[config.mk]
export PLATFORM = sky130hd
export DESIGN_NAME = spi_frame_scheduler
export DESIGN_NICKNAME = d
export VERILOG_FILES = /design/src/rtl/spi_frame_scheduler.sv
export SDC_FILE = /design/constraint.sdc
export NUM_CORES = 1
export LEC_CHECK = 0
export CAP_MARGIN = 40
export CORE_UTILIZATION = 49
export DETAILED_ROUTE_END_ITERATION = 8
export HOLD_SLACK_MARGIN = 0.05
export PLACE_DENSITY = 0.9
export SLEW_MARGIN = 20
export SYNTH_ARGS = -nofsm -noshare
export SYNTH_HDL_FRONTEND = slang
export SYNTH_SLANG_ARGS = --single-unit
export TNS_END_PERCENT = 5
[constraint.sdc]
create_clock -name clk -period 10.9 [get_ports clk]
set_clock_uncertainty 0.1 [all_clocks]
set_input_delay 2.18 -clock clk [delete_from_list [all_inputs] [get_ports clk]]
set_output_delay 2.18 -clock clk [all_outputs]
set_load 0.01 [all_outputs]
[src/rtl/spi_frame_scheduler.sv]
// Bundles quaternion/gyro samples into coherent frames for the MCU SPI slave, freezing them during cs_n low.
// Optional SPI_SCHED_SEQ_EN adds a 6-bit frame sequence number in frm_flags[7:2].
module spi_frame_scheduler #(
   parameter int DATA_W         = 16,
   parameter int SYNC_STAGES    = 2,
   parameter int COMMIT_TIMEOUT = 4096,
   parameter int HOLDOFF_CYCLES = 8,
   parameter int OVR_W          = 8
) (
   input  logic                     clk,
   input  logic                     rst,
   input  logic                     cs_n,
   input  logic                     quat_valid,
   input  logic signed [DATA_W-1:0] quat_w,
   input  logic signed [DATA_W-1:0] quat_x,
   input  logic signed [DATA_W-1:0] quat_y,
   input  logic signed [DATA_W-1:0] quat_z,
   input  logic                     gyro_valid,
   input  logic signed [DATA_W-1:0] gyro_x,
   input  logic signed [DATA_W-1:0] gyro_y,
   input  logic signed [DATA_W-1:0] gyro_z,
   output logic signed [DATA_W-1:0] frm_quat_w,
   output logic signed [DATA_W-1:0] frm_quat_x,
   output logic signed [DATA_W-1:0] frm_quat_y,
   output logic signed [DATA_W-1:0] frm_quat_z,
   output logic signed [DATA_W-1:0] frm_gyro_x,
   output logic signed [DATA_W-1:0] frm_gyro_y,
   output logic signed [DATA_W-1:0] frm_gyro_z,
   output logic [7:0]               frm_flags,
   output logic                     drdy,
   output logic [OVR_W-1:0]         ovr_cnt,
   output logic                     busy
);

   localparam int TMO_W = $clog2(COMMIT_TIMEOUT);
   localparam int HO_W  = $clog2(HOLDOFF_CYCLES) + 1;
   localparam logic [TMO_W-1:0] TMO_LAST = TMO_W'(COMMIT_TIMEOUT - 1);
   localparam logic [HO_W-1:0]  HO_LAST  = HO_W'(HOLDOFF_CYCLES - 1);

   typedef enum logic [1:0] {IDLE, COLLECT, LOCKED, HOLDOFF} state_t;

   state_t                   r_state, w_state_nxt;
   logic [SYNC_STAGES-1:0]   r_cs_sync;
   logic                     r_cs_d;
   logic                     w_cs_s, w_cs_fall, w_cs_rise;
   logic [TMO_W-1:0]         r_tmo, w_tmo_nxt;
   logic [HO_W-1:0]          r_ho, w_ho_nxt;
   logic                     w_commit, w_any_vld;
   logic                     r_fresh_q, r_fresh_g;
   logic [1:0]               r_flags_lo;
   logic signed [DATA_W-1:0] r_sq_w, r_sq_x, r_sq_y, r_sq_z;
   logic signed [DATA_W-1:0] r_sg_x, r_sg_y, r_sg_z;

   // Synchroniser flops reset high so a released reset never looks like a cs_n falling edge.
   always_ff @(posedge clk or posedge rst) begin
      if (rst) begin
         r_cs_sync <= '1;
         r_cs_d    <= 1'b1;
      end else begin
         r_cs_sync <= {r_cs_sync[SYNC_STAGES-2:0], cs_n};
         r_cs_d    <= w_cs_s;
      end
   end

   assign w_cs_s    = r_cs_sync[SYNC_STAGES-1];
   assign w_cs_fall = r_cs_d & ~w_cs_s;
   assign w_cs_rise = ~r_cs_d & w_cs_s;
   assign w_any_vld = quat_valid | gyro_valid;

   always_ff @(posedge clk or posedge rst) begin
      if (rst) begin
         r_state <= IDLE;
         r_tmo   <= '0;
         r_ho    <= '0;
      end else begin
         r_state <= w_state_nxt;
         r_tmo   <= w_tmo_nxt;
         r_ho    <= w_ho_nxt;
      end
   end

   // A cs_s fall pre-empts everything, including a commit that would otherwise fire this cycle.
   always_comb begin
      w_state_nxt = r_state;
      w_tmo_nxt   = r_tmo;
      w_ho_nxt    = r_ho;
      w_commit    = 1'b0;
      if (w_cs_fall) begin
         w_state_nxt = LOCKED;
         w_ho_nxt    = '0;
      end else begin
         case (r_state)
            IDLE: begin
               if (w_any_vld) begin
                  w_state_nxt = COLLECT;
                  w_tmo_nxt   = '0;
               end
            end
            COLLECT: begin
               if ((r_fresh_q & r_fresh_g) || (r_tmo >= TMO_LAST)) begin
                  w_commit    = 1'b1;
                  w_tmo_nxt   = '0;
                  w_state_nxt = w_any_vld ? COLLECT : IDLE;
               end else begin
                  w_tmo_nxt = r_tmo + 1'b1;
               end
            end
            LOCKED: begin
               if (w_cs_rise) begin
                  w_state_nxt = HOLDOFF;
                  w_ho_nxt    = '0;
               end
            end
            HOLDOFF: begin
               if (r_ho == HO_LAST) begin
                  w_state_nxt = (r_fresh_q | r_fresh_g | w_any_vld) ? COLLECT : IDLE;
               end else begin
                  w_ho_nxt = r_ho + 1'b1;
               end
            end
            default: w_state_nxt = IDLE;
         endcase
      end
   end

   // Staging runs in every state; a new sample's fresh bit survives a same-cycle commit.
   always_ff @(posedge clk or posedge rst) begin
      if (rst) begin
         r_sq_w    <= '0;
         r_sq_x    <= '0;
         r_sq_y    <= '0;
         r_sq_z    <= '0;
         r_sg_x    <= '0;
         r_sg_y    <= '0;
         r_sg_z    <= '0;
         r_fresh_q <= 1'b0;
         r_fresh_g <= 1'b0;
      end else begin
         if (quat_valid) begin
            r_sq_w <= quat_w;
            r_sq_x <= quat_x;
            r_sq_y <= quat_y;
            r_sq_z <= quat_z;
         end
         if (gyro_valid) begin
            r_sg_x <= gyro_x;
            r_sg_y <= gyro_y;
            r_sg_z <= gyro_z;
         end
         r_fresh_q <= quat_valid | (r_fresh_q & ~w_commit);
         r_fresh_g <= gyro_valid | (r_fresh_g & ~w_commit);
      end
   end

   always_ff @(posedge clk or posedge rst) begin
      if (rst) begin
         frm_quat_w <= '0;
         frm_quat_x <= '0;
         frm_quat_y <= '0;
         frm_quat_z <= '0;
         frm_gyro_x <= '0;
         frm_gyro_y <= '0;
         frm_gyro_z <= '0;
         r_flags_lo <= 2'b00;
         drdy       <= 1'b0;
         ovr_cnt    <= '0;
      end else begin
         if (w_commit) begin
            frm_quat_w <= r_sq_w;
            frm_quat_x <= r_sq_x;
            frm_quat_y <= r_sq_y;
            frm_quat_z <= r_sq_z;
            frm_gyro_x <= r_sg_x;
            frm_gyro_y <= r_sg_y;
            frm_gyro_z <= r_sg_z;
            r_flags_lo <= {r_fresh_g, r_fresh_q};
            drdy       <= 1'b1;
            if (drdy && (ovr_cnt != {OVR_W{1'b1}}))
               ovr_cnt <= ovr_cnt + 1'b1;
         end else if (w_cs_fall) begin
            drdy <= 1'b0;
         end
      end
   end

`ifdef SPI_SCHED_SEQ_EN
   logic [5:0] r_seq;

   always_ff @(posedge clk or posedge rst) begin
      if (rst)
         r_seq <= 6'd0;
      else if (w_commit)
         r_seq <= r_seq + 6'd1;
   end

   assign frm_flags = {r_seq, r_flags_lo};
`else
   assign frm_flags = {6'b0, r_flags_lo};
`endif

   assign busy = (r_state == LOCKED) || (r_state == HOLDOFF);

endmodule
==> results of run 1 <==
-- flip-flops by register name, indices dropped and copies added (netlist names), 4 cells and up --
name and cells:
r_sq_z 16, r_sq_w 16, r_tmo 12, frm_quat_w 16, r_sg_x 16, frm_gyro_z 16
frm_gyro_y 16, ovr_cnt 8, frm_quat_y 16, frm_quat_z 16, r_sg_z 16, r_sg_y 16
frm_gyro_x 16, r_sq_x 16, r_ho 4, frm_quat_x 16, r_sq_y 16
-- layer usage --
metal | wire (µm) | share of wire [%] | track usage (%)
met1 | 8340 | 39 | 24.5
met3 | 1900 | 9.0 | 7.02
met4 | 473 | 2.2 | 5.47
met2 | 10500 | 49 | 34.1
met5 | 13 | 0.061 | 0
-- worst max-delay path by stage --
stage          cells after the start  slack [ns]             to       start
3_3_place_gp                       6        6.44      r_tmo[11]  gyro_valid
4_1_cts                            1        6.99           busy  r_state[1]
5_1_grt                            1        6.93           busy  r_state[1]
3_5_place_dp                       3        6.65  frm_quat_w[1]         rst
6_report                           1        7.01           busy  r_state[1]
2_1_floorplan                      1        1.53           drdy         rst
-- through the flow --
stage                     power [µW]  area (µm²)  hold slack (ns)  std cells  util [%]
after floorplan                 1790       10100            0.245        653         -
after global placement          2330       12700            0.248       1130      62.8
after detailed placement        2370       12800            0.249       1134      63.2
after CTS                       3340       13700            0.258       1184      67.8
after global routing            3470       13800            0.258       1187      68.2
final                           3310       13800            0.256       1187      68.2
-- layout make-up --
class                   instances  area share [%]
well taps                     270            2.45
flip-flops and latches        258            46.8
multi-input cells             348            24.8
inverters                       8           0.272
clock buffers                  35            5.48
repair buffers                253            18.8
clock inverters                15            1.37
-- placed cells by master (no fill, tap or decap), types with 5 or more instances in the layout --
master,synthesis,final
dfrtp_1,255,255
clkdlybuf4s50_1,0,238
mux2_2,200,200
mux2_4,27,27
clkbuf_16,0,27
a31oi_1,15,15
nand2_1,9,9
nand3_1,9,9
or3_1,8,8
inv_1,8,7
nor2_1,7,7
xor2_1,7,7
nor3_1,7,7
clkinv_2,0,7
o21ai_0,6,6
nor4_1,6,6
conb_1,1,6
buf_4,6,6
clkbuf_8,0,5
-- logic make-up after synthesis --
group                    Yosys count
buffers and inverters             47
flip-flops                       258
multiplexers                     227
other                              1
adder cells (fa/ha/maj)            4
AND/OR/NAND/NOR                   66
AO/OA/AOI/OAI                     38
XOR/XNOR                           7
-- power breakdown --
group | leakage (µW) | switching (µW) | internal (µW)
Clock | 0.000469 | 369 | 585
Combinational | 0.00242 | 341 | 628
Sequential | 0.00308 | 159 | 1230
==> results_dict.tcl, run 1 <==
set metrics [dict create \
    synthSimpleGateAreaFrac_pct 3.76 \
    whs_endpoint "r_cs_sync[1]" \
    max_freq_ghz 0.257 \
    avgSynthCellArea_um2 15.6 \
    synthMuxAreaShare_pct 26.3 \
    worst_r2r_endpoint "frm_gyro_z[10]" \
    synth_compound_area_share_pct 2.53 \
    io_pins 247 \
    tightest_slew_ns 0.718 \
    fin_crit_ns 3.89 \
    worst_setup_hold_path_clk_slew_ns 0.06 \
    syn-cell-area_mm2 0.0101 \
    r2r-start "r_tmo[0]" \
    dpl.hpwl_um 13900 \
    area_growth_pct 36.3 \
    htreeDepth 1 \
    dieArea_mm2 0.0212 \
    r2r_setup_slack_ns 7.44 \
    cp.required_ns 8.62 \
    path_cells "clkdlybuf4s50_1" \
    grt_pass1_wl_um 34500 \
    hold_start "r_cs_sync[0]" \
    cp_slowest_stage_delay_ns 0.62 \
    ys_seq_area_share_pct 63.8 \
    synth_top_family_by_area "multiplexers" \
    synth_seq_cells 258 \
    drc_errors 0 \
    finalSetupTns_ns 0 \
    synth_edf_count 0 \
    antenna_found_initial 1 \
    yosys.cell_count.top_type "dfrtp_1" \
    cts_root_buf "clkbuf_16" \
    grt_max_degree 116 \
    crit_path_top_delay_cell "clkdlybuf4s50_1" \
    yosysUniqueCellTypes 44 \
    syn_inst 648 \
    cts_resized 0 \
    drv_cap 0 \
    hp-class "flip-flop to flip-flop" \
    p_per_area_mw_per_mm2 240 \
    fp.dieW_um 146 \
    clockBufferDepth 3 \
    avgRoutedWirePerCell_um 17.9 \
    arrival_ns 1.61 \
    drive_above_1_share_pct 32.6 \
    report.final.slew_viol_count 0 \
    register_area_mm2 0.00646 \
    cts_buffers 27 \
    rows 52 \
    yosys.area_share.adder_pct 0.494 \
    cp-start-kind "flip-flop" \
    slew_headroom_pct 52.1 \
    track_usage_pct 20.2 \
    synthFlopType "dfrtp_1" \
    coreArea_mm2 0.0202 \
    cts_hold_buf 0 \
    cts_tree "built" \
    synth_top_area_share_pct 63.0 \
    status "complete, no violations" \
    ys_top_cells_by_area "dfrtp_1 63%, mux2_2 22%, mux2_4 4.0%, a31oi_1 0.93%, dfstp_2 0.78%" \
    ant_nets 0 \
    power.leakage_uw 0.00597 \
    drtIter0Drc 214 \
    clock_sinks 258 \
    setup_viol 0 \
    cp_num_buf_inv 1 \
    fin_ws_ns 7.01 \
    synth_common_cells "255 x dfrtp_1, 200 x mux2_2, 27 x mux2_4" \
    die_y_um 146 \
    synthXorXnorAreaFrac_pct 0.606 \
    multi_input_area_mm2 0.00343 \
    crit_family "buffers and inverters" \
    io_buffers 240 \
    clk_latency_ns 0.51 \
    yosys_warnings 0 \
    rsz0062_at_grt "false" \
    worst-setup-path-type "flip-flop to output port" \
    cp-end-kind "output port" \
    via_count 6182 \
    ir_worst_vdd_v 0.000200 \
    gr-total-overflow 0 \
    hold_depth 0 \
    grt_pass1_vias 6651 \
    reg2reg_depth 8 \
    synth_top_cell_by_area "dfrtp_1" \
    drtPass1Iterations 4 \
    hold_viol_final 0 \
    place_ws_ns 6.65 \
    cp_max_fo 9 \
    finalWeightedCongestion 0.765 \
    viasPerCell 5.21 \
    antenna_cells 0 \
    async_flop_share_pct 100 \
    nets 1017 \
    n_fill_cell 1312 \
    post_cts_buffers 0 \
    period_share_pct 35.7 \
    initial_utilization_pct 50.0 \
    wl_um 21200 \
]
Power figures use the tool's default switching activity.
==> run 2, diff against run 1 <==
--- a/config.mk
+++ b/config.mk
@@ -6,10 +6,10 @@
 export NUM_CORES = 1
 export LEC_CHECK = 0
 export CAP_MARGIN = 40
-export CORE_UTILIZATION = 49
+export CORE_UTILIZATION = 45
 export DETAILED_ROUTE_END_ITERATION = 8
 export HOLD_SLACK_MARGIN = 0.05
-export PLACE_DENSITY = 0.9
+export PLACE_DENSITY = 0.88
 export SLEW_MARGIN = 20
 export SYNTH_ARGS = -nofsm -noshare
 export SYNTH_HDL_FRONTEND = slang
==> constraint.sdc (replaced) <==
create_clock -name clk -period 3.5 [get_ports clk]
set_clock_uncertainty 0.1 [all_clocks]
set_input_delay 0.7 -clock clk [delete_from_list [all_inputs] [get_ports clk]]
set_output_delay 0.7 -clock clk [all_outputs]
set_load 0.01 [all_outputs]
==> results_dict.tcl, run 2 (same netlist as run 1, synthesis figures left out) <==
set metrics [dict create \
    status "complete, but fails checks" \
    violations "design-rule violations" \
    power.leakage_uw 0.00596 \
    dpl.hpwl_um 14700 \
    cp-end-kind "flip-flop" \
    cts_buffers 28 \
    cts_root_buf "clkbuf_16" \
    cts_hold_buf 0 \
    hold_depth 0 \
    worst-setup-path-type "flip-flop to flip-flop" \
    io_buffers 240 \
    dr_wl_met2_um 10900 \
    period_share_pct 70.9 \
    reg2reg_depth 6 \
    hold_viol_final 0 \
    initial_utilization_pct 46.1 \
    cp_slowest_stage_delay_ns 0.52 \
    setup_viol 0 \
    worst_setup_hold_path_clk_slew_ns 0.06 \
    topRoutingLayerUsed "met4" \
    htreeDepth 1 \
    finalPower_uw 10200 \
    drc_errors 24 \
    report.final.slew_viol_count 0 \
    tightest_slew_ns 0.638 \
    layout_commonest_cell "dfrtp_1" \
    p_per_area_mw_per_mm2 736 \
    rsz0062_at_grt "false" \
    dieArea_mm2 0.0231 \
    rows 54 \
    clk_latency_ns 0.52 \
    wl_met3_um 1680 \
    path_cells "inv_1 > ha_1 > nor3b_1 > nand2b_4 > buf_12 > mux2_4" \
    via_count 6159 \
    slew_headroom_pct 57.1 \
    ant_nets 0 \
    avgRoutedWirePerCell_um 18.0 \
    io_pins 247 \
    cp-start-kind "flip-flop" \
    drv_cap 0 \
    die_y_um 152 \
    gr-total-overflow 0 \
    clock_sinks 258 \
    coreArea_mm2 0.0220 \
    finalWeightedCongestion 0.803 \
    crit_path_top_delay_cell "dfstp_2" \
    cts_resized 0 \
    wl_met1_um 8510 \
    hp-class "flip-flop to flip-flop" \
    post_cts_buffers 0 \
    grt_pass1_wl_um 35600 \
    antenna_cells 0 \
    clockBufferDepth 3 \
    cts_tree "built" \
    cp_max_fo 30 \
    postLayoutCoreUtil_pct 62.8 \
    viasPerCell 5.14 \
    drive_above_1_share_pct 32.0 \
    hold_ws_ns 0.257 \
    n_fill_cell 1595 \
    track_usage_pct 19.0 \
    fp.dieW_um 152 \
    max_freq_ghz 0.403 \
    area_growth_pct 36.3 \
    fin_crit_ns 2.48 \
    cp.required_ns 3.80 \
    grt_max_degree 68 \
    ir_worst_vdd_v 0.000528 \
    antenna_found_initial 0 \
    wl_um 21500 \
    drtIter0Drc 287 \
    nets 1022 \
    final_cell_mix "255 x dfrtp_1, 238 x clkdlybuf4s50_1, 200 x mux2_2" \
    arrival_ns 2.78 \
    grt_pass1_vias 6802 \
    drtPass1Iterations 8 \
]
[run 2: layer usage]
layer / up-vias / track usage [%]
li1: 2806 / -
met1: 3125 / 22.7
met2: 189 / 33.1
met3: 39 / 6.10
met4: 0 / 5.25
met5: - / 0
[run 2: path summary, 6_finish.rpt]
kind | start | endpoint | slack [ns]
min reg2reg | r_cs_sync[0] | r_cs_sync[1] | 0.26
max | r_cs_sync[1] | frm_gyro_y[10] | 1.02
max in group asynchronous | rst | frm_gyro_x[8] | 2.04
min in group asynchronous | rst | frm_quat_x[0] | 0.51
max reg2reg | r_cs_sync[1] | frm_gyro_y[10] | 1.02
min | r_cs_sync[0] | r_cs_sync[1] | 0.26
[run 2: power breakdown]
part,total [µW],switching (µW),internal [µW]
Combinational,3000,1040,1960
Clock,2830,1110,1720
Sequential,4330,497,3830
[run 2: worst max-delay path: cells and delay by family (launching register included)]
kind,cells,cell delay [ns]
adders and majority gates,1,0.27
DFF,1,0.52
buffers and inverters,2,0.34
and+or+nand+nor,2,0.79
muxes,1,0.32
[run 2: through the flow]
stage                     setup TNS (ns)  instance area [µm²]  setup slack, ns  std cells
after floorplan                  -177.77                10100           -0.697        653
after global placement                 0                12900             1.11       1151
after CTS                              0                13800             1.02       1198
after detailed placement               0                12900             1.02       1151
after global routing                   0                13800            0.898       1198
final                                  0                13800             1.02       1198
[run 2: cell type report]
class,instances,area [µm²],share of cell area (%)
Timing Repair Buffer,257,2630,19.1
Inverter,8,33.8,0.245
Tap cell,280,350,2.54
Multi-Input combinational cell,348,3430,24.9
Sequential cell,258,6460,46.8
Clock buffer,45,856,6.20
Clock inverter,2,35.0,0.254
